**src/rtl/cache_bank_switch_ctrl.sv**
```systemverilog
// Routes CPU data-memory accesses to one of NUM_CACHES dcache banks; bank
// switches drain any in-flight access on the old bank and cost one stall cycle.
module cache_bank_switch_ctrl #(
   parameter int unsigned NUM_CACHES = 4,
   parameter int unsigned SEL_WIDTH  = 3,
   parameter int unsigned ADDR_WIDTH = 32,
   parameter int unsigned DATA_WIDTH = 32,
   parameter int unsigned CNT_WIDTH  = 16,
   localparam int unsigned BW = (NUM_CACHES > 1) ? $clog2(NUM_CACHES) : 1
) (
   input  logic                             clock,
   input  logic                             reset,
   input  logic                             read,
   input  logic                             write,
   input  logic [ADDR_WIDTH-1:0]            address,
   input  logic [DATA_WIDTH-1:0]            writedata,
   output logic [DATA_WIDTH-1:0]            readdata,
   output logic                             busywait,
   input  logic [SEL_WIDTH-1:0]             sel_value,
   input  logic                             sel_write,
   output logic [NUM_CACHES-1:0]            bank_read,
   output logic [NUM_CACHES-1:0]            bank_write,
   output logic [ADDR_WIDTH-1:0]            bank_address,
   output logic [DATA_WIDTH-1:0]            bank_writedata,
   input  logic [NUM_CACHES*DATA_WIDTH-1:0] bank_readdata,
   input  logic [NUM_CACHES-1:0]            bank_busywait,
   output logic [BW-1:0]                    active_bank,
   output logic                             switching,
   output logic [CNT_WIDTH-1:0]             switch_count
);

   typedef enum logic [1:0] {
      ST_ACTIVE,
      ST_DRAIN,
      ST_SWITCH
   } state_t;

   state_t               state_q;
   logic [BW-1:0]        active_q;
   logic [BW-1:0]        pending_q;
   logic [CNT_WIDTH-1:0] count_q;
   logic [BW-1:0]        sel_dec;

   // Values 1..NUM_CACHES-1 pick bank v-1; everything else falls back to the last bank.
   function automatic logic [BW-1:0] decode(input logic [SEL_WIDTH-1:0] v);
      int unsigned vi;
      vi = 32'(v);
      if (vi >= 1 && vi < NUM_CACHES)
         decode = BW'(vi - 1);
      else
         decode = BW'(NUM_CACHES - 1);
   endfunction

   always_comb sel_dec = decode(sel_value);

   always_ff @(posedge clock or posedge reset) begin
      if (reset) begin
         state_q   <= ST_ACTIVE;
         active_q  <= BW'(NUM_CACHES - 1);
         pending_q <= BW'(NUM_CACHES - 1);
         count_q   <= '0;
      end else begin
         if (sel_write)
            pending_q <= sel_dec;
         unique case (state_q)
            ST_ACTIVE: begin
               if (sel_write && (sel_dec != active_q))
                  state_q <= bank_busywait[active_q] ? ST_DRAIN : ST_SWITCH;
            end
            ST_DRAIN: begin
               if (!bank_busywait[active_q])
                  state_q <= ST_SWITCH;
            end
            ST_SWITCH: begin
               // Commit unconditionally; a select write landing here queues another commit.
               active_q <= pending_q;
               count_q  <= count_q + CNT_WIDTH'(1);
               state_q  <= sel_write ? ST_SWITCH : ST_ACTIVE;
            end
            default: state_q <= ST_ACTIVE;
         endcase
      end
   end

   always_comb begin
      bank_read  = '0;
      bank_write = '0;
      busywait   = 1'b0;
      readdata   = '0;
      for (int unsigned i = 0; i < NUM_CACHES; i++) begin
         if (active_q == BW'(i)) begin
            readdata = bank_readdata[i*DATA_WIDTH +: DATA_WIDTH];
            if (state_q != ST_SWITCH) begin
               bank_read[i]  = read;
               bank_write[i] = write;
               busywait      = bank_busywait[i];
            end
         end
      end
      if (state_q == ST_SWITCH)
         busywait = read | write;
      if (reset) begin
         bank_read  = '0;
         bank_write = '0;
         busywait   = 1'b0;
      end
   end

   assign bank_address   = address;
   assign bank_writedata = writedata;
   assign active_bank    = active_q;
   assign switching      = (state_q != ST_ACTIVE);
   assign switch_count   = count_q;

endmodule

```
**config.mk**
```make
export PLATFORM = sky130hd
export DESIGN_NAME = cache_bank_switch_ctrl
export DESIGN_NICKNAME = d
export VERILOG_FILES = /design/src/rtl/cache_bank_switch_ctrl.sv
export SDC_FILE = /design/constraint.sdc
export NUM_CORES = 1
export LEC_CHECK = 0
export CAP_MARGIN = 5
export CORE_AREA = 5 5 125 127
export CTS_CLUSTER_SIZE = 16
export DETAILED_ROUTE_END_ITERATION = 8
export DIE_AREA = 0 0 130 132
export DONT_BUFFER_PORTS = 1
export HOLD_SLACK_MARGIN = 0.15
export SLEW_MARGIN = 10
export SYNTH_ARGS = -nofsm -noshare
export SYNTH_HDL_FRONTEND = slang
export SYNTH_SLANG_ARGS = --single-unit
```
**constraint.sdc**
```tcl
create_clock -name clock -period 4.6 [get_ports clock]
set_input_delay 0.46 -clock clock [delete_from_list [all_inputs] [get_ports clock]]
set_output_delay 0.46 -clock clock [all_outputs]
set_load 0.01 [all_outputs]
```
==> summary.txt, run 1 <==
Run status
  • Outcome: completed

Drt
  • Routed via count: 1,523
  • Drt drc: 0
  • Routed Antenna Nets: 0
  • Total Routed Length: 10.1 mm
  • DRT iter0 DRCs: 131
  • Drt first pass iters: 4
  • Vias per inst: 4.56
  • Wire per inst: 30.2 um

Critical path
  • FF-to-FF path depth: 4
  • Worst EP required: 4140 ps
  • Start point of the critical path: active_bank[0]
  • R2r setup slk: 2530 ps
  • Critical Path Start Type: flop
  • FF-to-FF End: state_q[1]
  • Critical path depth: 2
  • Worst R2R Start: active_bank[1]
  • Crit path to: readdata[20]
  • Crit path max-delay cell type: dfstp_2
  • Cell family with most CP delay: flip-flops
  • Worst Setup Path Type: reg -> out
  • Worst EP arrival: 2410 ps
  • WP buf/inv: 1
  • CP Cell Sequence: buf_4, mux4_2
  • Worst Path Max Fanout: 30
  • Max incr delay on CP: 1140 ps
  • Critical path endpoint category: output port

Timing
  • Final setup violating endpoints: 0
  • Setup TNS: 0 ps
  • RSZ-0062 raised after global routing: false
  • Min Hold Slack: 256 ps
  • Slew HR: 0.357
  • Fin Clk Skew: 4.14 ps
  • Fmax achieved: 0.349 GHz
  • Final critical-path share of the clock period: 0.624
  • Worst Tran Pin Value: 965 ps
  • Fin crit period: 2870 ps
  • Max-slew violations: 0
  • Hold Violations, Final: 0

Pwr
  • P_int: 695 uW
  • PwrDens: 531 nW/um^2
  • Switching share of total power: 0.421
  • Peak supply drop: 0.217 mV
  • Leak: 0.000827 uW
  • Combinational power share: 0.462
  • Clock power frac: 0.201
  • Net Sw Power: 506 uW
  • Sequential share of power: 0.337

Floorplan
  • Die X: 130 um
  • FP Rows: 44
  • Die area: 17,200 um^2
  • Starting density of the core: 0.172
  • Die Y: 132 um
  • IO Count: 328
  • Core area: 14,300 um^2

CTS
  • Clock root buffer: clkbuf_16
  • Sink Count: 22
  • Post-CTS sizing: 0
  • Hold_buf cts: 0
  • CTS tree: built
  • Num CTS Buffers: 3
  • Setup Fix Bufs, Post-CTS: 0
  • Clock slew at reported path FFs: 60 ps
  • Clk Latency, worst-skew pair: 250 ps
  • H-tree depth: 1
  • Clk buf depth: 2

Logic synthesis
  • Unique cell type count in the Yosys netlist: 38
  • Syn. warnings: 0
  • Syn Area/Cell: 11.5 um^2
  • Top cell type's share of synthesized area: 0.302
  • Sequential share of the synthesized area: 0.226
  • Cells after Synth: 214
  • Mapped Nets: 420
  • Area contributors post-synth: mux4_2 (30%), buf_4 (20%), dfrtp_1 (18%)
  • FF+latch count, synth: 22
  • Area leader, netlist: mux4_2
  • Synthesized area: 2460 um^2

Placed design
  • PortBufs: 0
  • Placed cell areas: 2140 um^2
  • HPWL after DPL: 8.85 mm
  • Placed insts: 325
  • GPL Wtd Cong: 0.917

Global route
  • Grt total ovfl: 0
  • Global-route wire length before repair: 13.1 mm
  • Initial antenna violation count: 11
  • Vias in the first global route: 1,634
  • Largest net degree at the start of global routing: 43
  • Total GRT Usage: 0.104

Layout
  • Commonest non-fill, non-tap cells in the layout: mux4_2 (33), dfrtp_1 (18), nor2_1 (17), xnor2_1 (10), nand2_1 (8)
  • Share of layout cells above drive strength 1: 0.379
  • Commonest non-fill, non-tap cell in the layout: mux4_2
  • Final core utilization: 0.158
  • NumNets Final: 352
  • Final cell count without fillers: 334
  • Final Cell Area: 2260 um^2
  • Area delta synth->final: -8.13%

Hold path
  • Hold WC Path Type: in -> async

Run
  • Max_cap viols: 0
-- power groups by stage --
stage / clock, uW / combinational, uW / sequential (uW)
2_1_floorplan: 0 / 622 / 300
3_3_place_gp: 0 / 557 / 413
3_5_place_dp: 0 / 567 / 419
4_1_cts: 244 / 571 / 415
5_1_grt: 254 / 592 / 431
6_report: 242 / 555 / 405
-- cells in the mapped netlist, drive strengths merged --
| master | number |
|---|---|
| ha | 2 |
| a22o | 1 |
| mux2 | 3 |
| a21oi | 1 |
| o211ai | 1 |
| a22oi | 1 |
| nand4 | 3 |
| mux4 | 33 |
| xnor2 | 10 |
| dfstp | 4 |
| xor2 | 6 |
| nor2b | 1 |
| nand2 | 8 |
| nor4 | 1 |
| and3b | 1 |
| buf | 74 |
| nand3 | 4 |
| nor2 | 17 |
| o21bai | 1 |
| nand4b | 1 |
| o32ai | 1 |
| o21ba | 1 |
| and4 | 1 |
| nor3 | 6 |
| dfrtp | 18 |
| inv | 6 |
| or2b | 1 |
| or3 | 1 |
| a211oi | 1 |
| and3 | 1 |
| a31oi | 1 |
| nand2b | 2 |
| or2 | 1 |
-- layout make-up --
class / count / area, um^2
Clock inverter: 1 / 30.0
Inverter: 6 / 22.5
Tap cell: 184 / 230
Multi-Input combinational cell: 112 / 1330
Sequential cell: 22 / 556
Antenna cell: 5 / 12.5
Fill cell: 1597 / 12100
Timing Repair Buffer: 1 / 7.51
Clock buffer: 3 / 75.1
-- worst reg2reg max path, delay by kind of cell (launching register included) --
| family | cells | cell delay [ps] |
|---|---|---|
| simple gates | 1 | 230 |
| flops | 1 | 1160 |
| compound gates | 3 | 580 |
-- cells by family after synthesis --
group | Yosys count | share of synthesized area
AOI/OAI and AO/OA | 9 | 0.0280
xor gates and xnor gates | 16 | 0.0569
adders and majority gates | 2 | 0.0102
buffers and inverters | 80 | 0.235
DFF | 22 | 0.226
muxes | 36 | 0.316
and+or+nand+nor | 49 | 0.129
-- worst min-delay path by stage --
stage	to	cells past startpoint	from	slack, ps
6_report	switch_count[5]	1	reset	260
5_1_grt	pending_q[1]	1	sel_write	250
4_1_cts	pending_q[1]	1	sel_write	250
3_5_place_dp	pending_q[0]	2	pending_q[0]	490
3_3_place_gp	pending_q[0]	2	pending_q[0]	490
2_1_floorplan	state_q[0]	1	reset	450
-- metal layers --
layer,vias up,track usage,part of all wire
met5,-,0,0.0080
met1,741,0.105,0.31
met4,12,0.0121,0.0071
met3,22,0.0814,0.20
met2,171,0.176,0.47
li1,577,-,-
-- per-stage QoR --
step                      worst slack [ps]  total power, uW
after floorplan                       2570              922
after global placement                1950              969
after detailed placement              1910              985
after CTS                             1650             1230
after global routing                  1500             1280
final                                 1730             1200
-- state kept, by name, summed over array words and instances (netlist names) --
| name | count |
|---|---|
| switch_count | 16 |
| state_q | 2 |
| active_bank | 2 |
| pending_q | 2 |
Power figures use the tool's default switching activity.
==> run 2: changes to the inputs <==
ABC_AREA = 1   (was unset)
CORE_AREA = 5 5 123 125   (was 5 5 125 127)
DIE_AREA = 0 0 128 130   (was 0 0 130 132)
clock period = 2.6 ns   (was 4.6 ns; I/O delays follow)
==> run 2 against run 1 <==
  * Die area shrank 3.0%
  * First-iteration DRC count grew 34%
  * Synthesized cell count grew 90%
  * Sequential share of layout area shrank 1.6 points
  * Highest routed layer is now met4
==> summary.txt, run 2 <==
Layout
  • NumNets Final: 553 (+57%)
  • Final Cell Area: 2420 um^2 (+7.1%)
  • Commonest non-fill, non-tap cells in the layout: nand2_1 (180), nand4_1 (38), inv_1 (25), dfrtp_1 (18), buf_4 (11)
  • Share of layout cells above drive strength 1: 0.104 (-0.275)
  • Area delta synth->final: -4.58%
  • N_diodes: 0 (-5)
  • # fillers: 1,598 (+0.063%)
  • Max reg flops: 16 (unchanged)
  • Final core utilization: 0.176 (+0.0178)
  • Multi-input logic area: 1330 um^2 (-0.28%)
  • Register area: 556 um^2 (unchanged)
  • Commonest non-fill, non-tap cell in the layout: nand2_1

CTS
  • Clock slew at reported path FFs: 60 ps (about the same)
  • Num CTS Buffers: 3 (unchanged)
  • Sink Count: 22 (unchanged)
  • H-tree depth: 1 (unchanged)
  • CTS tree: built
  • Post-CTS sizing: 0 (unchanged)
  • Clock root buffer: clkbuf_16
  • Clk buf depth: 2 (unchanged)
  • Setup Fix Bufs, Post-CTS: 0 (unchanged)
  • Clk Latency, worst-skew pair: 250 ps (about the same)
  • Hold_buf cts: 2 (+2)

Floorplan
  • FP Rows: 43 (-2.3%)
  • Core area: 13,800 um^2 (-3.8%)
  • Die area: 16,600 um^2 (-3.0%)
  • Die Y: 130 um (-1.5%)
  • IO Count: 328 (unchanged)
  • Starting density of the core: 0.184 (+0.0123)
  • Die X: 128 um (-1.5%)

Logic synthesis
  • Area contributors post-synth: nand2_1 (27%), buf_4 (19%), dfrtp_1 (18%)
  • Ys flop type: dfrtp_1
  • Unique cell type count in the Yosys netlist: 24 (-37%)
  • FF+latch count, synth: 22 (unchanged)
  • Syn. warnings: 0 (unchanged)
  • Area leader, netlist: nand2_1
  • Top-count cell post-synth: nand2_1
  • Sequential share of the synthesized area: 0.219 (-0.00678)
  • Async set or reset register ratio after synthesis: 1.00 (unchanged)
  • Cells after Synth: 407 (+90%)
  • Syn Area/Cell: 6.24 um^2 (-46%)
  • Commonest cells post-synth: nand2_1 (180), buf_4 (64), nand4_1 (38)
  • Mapped Nets: 613 (+46%)
  • Top cell type's share of synthesized area: 0.266 (-0.0357)
  • EDFF count, synth: 0 (unchanged)
  • Synthesized area: 2540 um^2 (+3.1%)

Critical path
  • FF-to-FF path depth: 7 (+3)
  • Max incr delay on CP: 520 ps (-620 ps)
  • Critical Path Start Type: flop
  • Critical path endpoint category: output port
  • FF-to-FF End: state_q[1]
  • WP buf/inv: 3 (+2)
  • Worst Path Max Fanout: 21 (-30%)
  • Worst R2R Start: active_bank[1]
  • Worst EP required: 2340 ps (-1800 ps)
  • Cell family with most CP delay: simple AND/OR/NAND/NOR gates
  • Worst Setup Path Type: reg -> out
  • CP Cell Sequence: nor2_2, buf_4, inv_1, nor3_1, buf_4
  • Crit path max-delay cell type: nor2_2
  • R2r setup slk: 960 ps (-1570 ps)
  • Worst EP arrival: 2060 ps (-350 ps)
  • Critical path depth: 5 (+3)
  • CP most frequent cell: buf_4

Timing
  • Final setup violating endpoints: 0 (unchanged)
  • Final WS setup: 283 ps (-1450 ps)
  • Max-slew violations: 0 (unchanged)
  • Worst Tran Pin Value: 863 ps (-102 ps)
  • Fmax achieved: 0.432 GHz
  • Fin Clk Skew: 4.51 ps (+0.370 ps)
  • Slew HR: 0.424 (+0.0674)
  • Fin crit period: 2320 ps
  • Setup TNS: 0 ps (unchanged)
  • RSZ-0062 raised after global routing: false
  • Hold Violations, Final: 0 (unchanged)
  • Final critical-path share of the clock period: 0.891

Pwr
  • Leak: 0.00107 uW (+30%)
  • P_int: 1190 uW (+71%)
  • Total chip power: 2760 uW (+130%)
  • Combinational power share: 0.628 (+0.166)
  • Clock power frac: 0.157 (-0.044)
  • Switching share of total power: 0.569 (+0.148)
  • PwrDens: 1140 nW/um^2 (+110%)
  • Net Sw Power: 1570 uW (+210%)
  • Peak supply drop: 0.539 mV (+150%)
  • Sequential share of power: 0.216 (-0.121)

Placed design
  • PortBufs: 0 (unchanged)
  • GPL Wtd Cong: 0.796 (-13%)
  • Pre-CTS setup slack: 606 ps (-1300 ps)
  • Placed cell areas: 2300 um^2 (+7.1%)
  • HPWL after DPL: 8.62 mm (-2.6%)

Global route
  • Initial antenna violation count: 0 (-11)
  • Total GRT Usage: 0.109 (+0.00496)
  • Grt total ovfl: 0 (unchanged)
  • Vias in the first global route: 2,318 (+42%)
  • Largest net degree at the start of global routing: 23 (-47%)
  • Global-route wire length before repair: 13.9 mm (+6.2%)

Run
  • Max_cap viols: 0 (unchanged)

Drt
  • Vias per inst: 4.53 (-0.73%)
  • Wire per inst: 19.4 um (-36%)
  • Drt drc: 0 (unchanged)
  • Routed via count: 2,381 (+56%)
  • Routed Antenna Nets: 0 (unchanged)
  • Total Routed Length: 10.2 mm (+1.4%)
  • Drt first pass iters: 4 (unchanged)
  • DRT iter0 DRCs: 176 (+34%)

Run status
  • Outcome: completed

Hold path
  • Hold endpoint: state_q[1]
  • Hold WC Path Type: in -> reg
  • Worst Hold Depth: 2
  • Worst hold start: sel_write
[run 2: logic make-up after synthesis]
kind of cell    Yosys count  share of synthesized area
simple gates            254                      0.451
buf+inv                 107                      0.259
flops                    22                      0.219
xor+xnor                 12                     0.0414
compound gates           10                     0.0197
fa+ha+maj                 2                    0.00986
[run 2: cell type report]
type | instances | share of cell area
Inverter | 29 | 0.0449
Sequential cell | 22 | 0.229
Tap cell | 180 | 0.0930
Multi-Input combinational cell | 278 | 0.547
Clock buffer | 3 | 0.0310
Clock inverter | 1 | 0.0124
Timing Repair Buffer | 13 | 0.0424
[run 2: layer usage]
layer  wire length (um)  global-route usage
met2               4710               0.181
met4                228              0.0300
met5                  0                   0
met3               1470              0.0544
met1               3820               0.126
[run 2: worst reg2reg max path, cell delays in order, from the launching register on]
cell     delay (ps)
dfstp_2         640
inv_2            90
nor2_4          340
nand2_1         100
nand4_1         150
nand2_1          90
nand2_1          70
a21oi_1          40
[run 2: power groups by stage]
stage | Combinational, uW | Clock (uW) | Sequential (uW)
floorplan | 1340 | 0 | 571
global route | 1900 | 456 | 612
global placement | 1750 | 0 | 599
CTS | 1760 | 443 | 596
detailed placement | 1760 | 0 | 600
finish | 1730 | 432 | 595
[run 2: worst max-delay path by stage]
stage	start	endpoint	slack, ps
2_1_floorplan	active_bank[0]	busywait	1100
3_3_place_gp	active_bank[1]	bank_read[0]	620
3_5_place_dp	active_bank[1]	bank_read[0]	610
4_1_cts	active_bank[1]	bank_read[0]	310
5_1_grt	active_bank[1]	bank_read[0]	140
6_report	active_bank[1]	bank_read[0]	280
[run 2: stage by stage]
stage	hold WS (ps)	std cells
floorplan	323	407
global placement	327	520
detailed placement	329	520
CTS	174	526
global route	189	526
finish	178	526
==> run 3: changes to the inputs <==
PLACE_DENSITY_LB_ADDON = 0.08   (was unset)
==> run 3 against run 2 <==
  * Cell count down 1.3%
  * Final area down 2.4%
  * Clock-buffer cell count up 1
  * Total power down 3.9%
  * Via count down 0.71%
  * Flip-flop and latch count unchanged
  * Clock skew down 3.1 ps
  * Maximum frequency up 5.6%
  * Die area unchanged
  * Utilization down 0.43 points
  * Wire length up 6.8%
  * Highest routed layer unchanged
==> summary.txt, run 3 (same netlist as run 2, synthesis figures left out) <==
Run status
  • Outcome: completed

Floorplan
  • Starting density of the core: 0.184 (unchanged)
  • IO Count: 328 (unchanged)
  • Core area: 13,800 um^2 (unchanged)
  • Die Y: 130 um (unchanged)
  • Die X: 128 um (unchanged)
  • Die area: 16,600 um^2 (unchanged)
  • FP Rows: 43 (unchanged)

Global route
  • Grt total ovfl: 0 (unchanged)
  • Met2 Resource Use GR: 0.188 (+0.00739)
  • Met3 usage: 0.0647 (+0.0102)
  • M1 GR Usage: 0.137 (+0.0111)
  • Initial antenna violation count: 0 (unchanged)
  • Global-route wire length before repair: 15.1 mm (+9.1%)
  • Largest net degree at the start of global routing: 26 (+13%)
  • Total GRT Usage: 0.118 (+0.00822)
  • Vias in the first global route: 2,324 (+0.26%)
  • Most crowded layer after global routing: met2

Drt
  • Vias per inst: 4.55 (+0.63%)
  • Drt drc: 0 (unchanged)
  • Wire per inst: 21.0 um (+8.2%)
  • Routed Antenna Nets: 0 (unchanged)
  • DRT iter0 DRCs: 108 (-39%)
  • Total Routed Length: 10.9 mm (+6.8%)
  • Drt first pass iters: 4 (unchanged)
  • Routed via count: 2,364 (-0.71%)

CTS
  • Clk buf depth: 2 (unchanged)
  • Clock slew at reported path FFs: 60 ps (about the same)
  • CTS tree: built
  • Sink Count: 22 (unchanged)
  • Clk Latency, worst-skew pair: 250 ps (about the same)
  • Setup Fix Bufs, Post-CTS: 0 (unchanged)
  • Hold_buf cts: 1 (-1)
  • Clock root buffer: clkbuf_16
  • H-tree depth: 1 (unchanged)
  • Post-CTS sizing: 0 (unchanged)
  • Num CTS Buffers: 3 (unchanged)

Timing
  • Worst Tran Pin Value: 940 ps (+77.4 ps)
  • Min Hold Slack: 105 ps (-72.4 ps)
  • Final critical-path share of the clock period: 0.844 (-0.0474)
  • Fin crit period: 2190 ps (-123 ps)
  • Setup TNS: 0 ps (unchanged)
  • Fin Clk Skew: 1.36 ps (-3.15 ps)
  • RSZ-0062 raised after global routing: false
  • Hold Violations, Final: 0 (unchanged)
  • Slew HR: 0.372 (-0.0516)
  • Fmax achieved: 0.456 GHz (+5.6%)
  • Final setup violating endpoints: 0 (unchanged)
  • Max-slew violations: 0 (unchanged)

Placed design
  • GPL Wtd Cong: 0.793 (-0.35%)
  • Placed cell areas: 2260 um^2 (-1.4%)
  • PortBufs: 0 (unchanged)
  • HPWL after DPL: 9.21 mm (+6.8%)

Hold path
  • Hold WC Path Type: in -> async

Pwr
  • Switching share of total power: 0.583 (+0.0137)
  • Sequential share of power: 0.229 (+0.013)
  • Peak supply drop: 0.297 mV (-45%)
  • P_int: 1100 uW (-6.9%)
  • Net Sw Power: 1540 uW (-1.6%)
  • Combinational power share: 0.633 (+0.005)
  • Total chip power: 2650 uW (-3.9%)
  • Leak: 0.00103 uW (-3.7%)
  • PwrDens: 1120 nW/um^2 (-1.5%)
  • Clock power frac: 0.138 (-0.019)

Layout
  • Commonest non-fill, non-tap cell in the layout: nand2_1
  • Area delta synth->final: -6.90%
  • Final core utilization: 0.172 (-0.00427)
  • Final Cell Area: 2360 um^2 (-2.4%)
  • Max reg flops: 16 (unchanged)
  • Share of layout cells above drive strength 1: 0.0885 (-0.0156)
  • NumNets Final: 546 (-1.3%)
  • Commonest non-fill, non-tap cells in the layout: nand2_1 (180), nand4_1 (38), inv_1 (25), dfrtp_1 (18), nor3_1 (9)
  • N_diodes: 0 (unchanged)

Critical path
  • Worst EP arrival: 1930 ps (-130 ps)
  • Worst EP required: 2340 ps (about the same)
  • CP Cell Sequence: inv_2, nor2_4, buf_4, nand2_1, nand4_1
  • Critical path endpoint category: output port
  • Worst Path Max Fanout: 25 (+19%)
  • R2r setup slk: 980 ps (+20 ps)
  • Max incr delay on CP: 660 ps (+140 ps)
  • Crit path max-delay cell type: dfstp_2
  • Worst Setup Path Type: reg -> out
  • Critical Path Start Type: flop

Run
  • Max_cap viols: 0 (unchanged)
-- run 3: layer usage --
metal  vias up  routed length (um)
li1       1088                   -
met1      1064                4040
met2       188                5080
met3        24                1590
met4         0                 206
met5         -                   0
-- run 3: critical path: cells and delay by family, from the launching register on --
kind	cells	cell delay (ps)
DFF	1	660
and+or+nand+nor	3	540
buffers and inverters	2	460
-- run 3: worst paths after layout --
check,end,depth (start not counted),from
max,readdata[30],5,active_bank[1]
min in group clock,state_q[1],2,sel_write
min reg2reg,pending_q[0],2,pending_q[0]
min,state_q[1],1,reset
max in group asynchronous,switch_count[13],1,reset
max reg2reg,state_q[1],7,active_bank[0]
-- run 3: metrics by stage --
| stage | instances | setup WS, ps |
|---|---|---|
| 2_1_floorplan | 407 | 1100 |
| 3_3_place_gp | 514 | 670 |
| 3_5_place_dp | 514 | 614 |
| 4_1_cts | 519 | 325 |
| 5_1_grt | 519 | 229 |
| 6_report | 519 | 406 |
-- run 3: power groups by stage --
| stage | clock network, uW | logic (uW) | registers [uW] |
|---|---|---|---|
| floorplan | 0 | 1340 | 571 |
| finish | 366 | 1680 | 606 |
| global route | 391 | 1880 | 624 |
| detailed placement | 0 | 1750 | 613 |
| global placement | 0 | 1740 | 612 |
| CTS | 382 | 1750 | 607 |
-- run 3: layout make-up --
| type | instances | area (um^2) |
|---|---|---|
| Sequential cell | 22 | 556 |
| Inverter | 29 | 109 |
| Tap cell | 180 | 225 |
| Clock buffer | 4 | 88.8 |
| Multi-Input combinational cell | 278 | 1330 |
| Timing Repair Buffer | 6 | 60.1 |
| Fill cell | 1635 | 11400 |
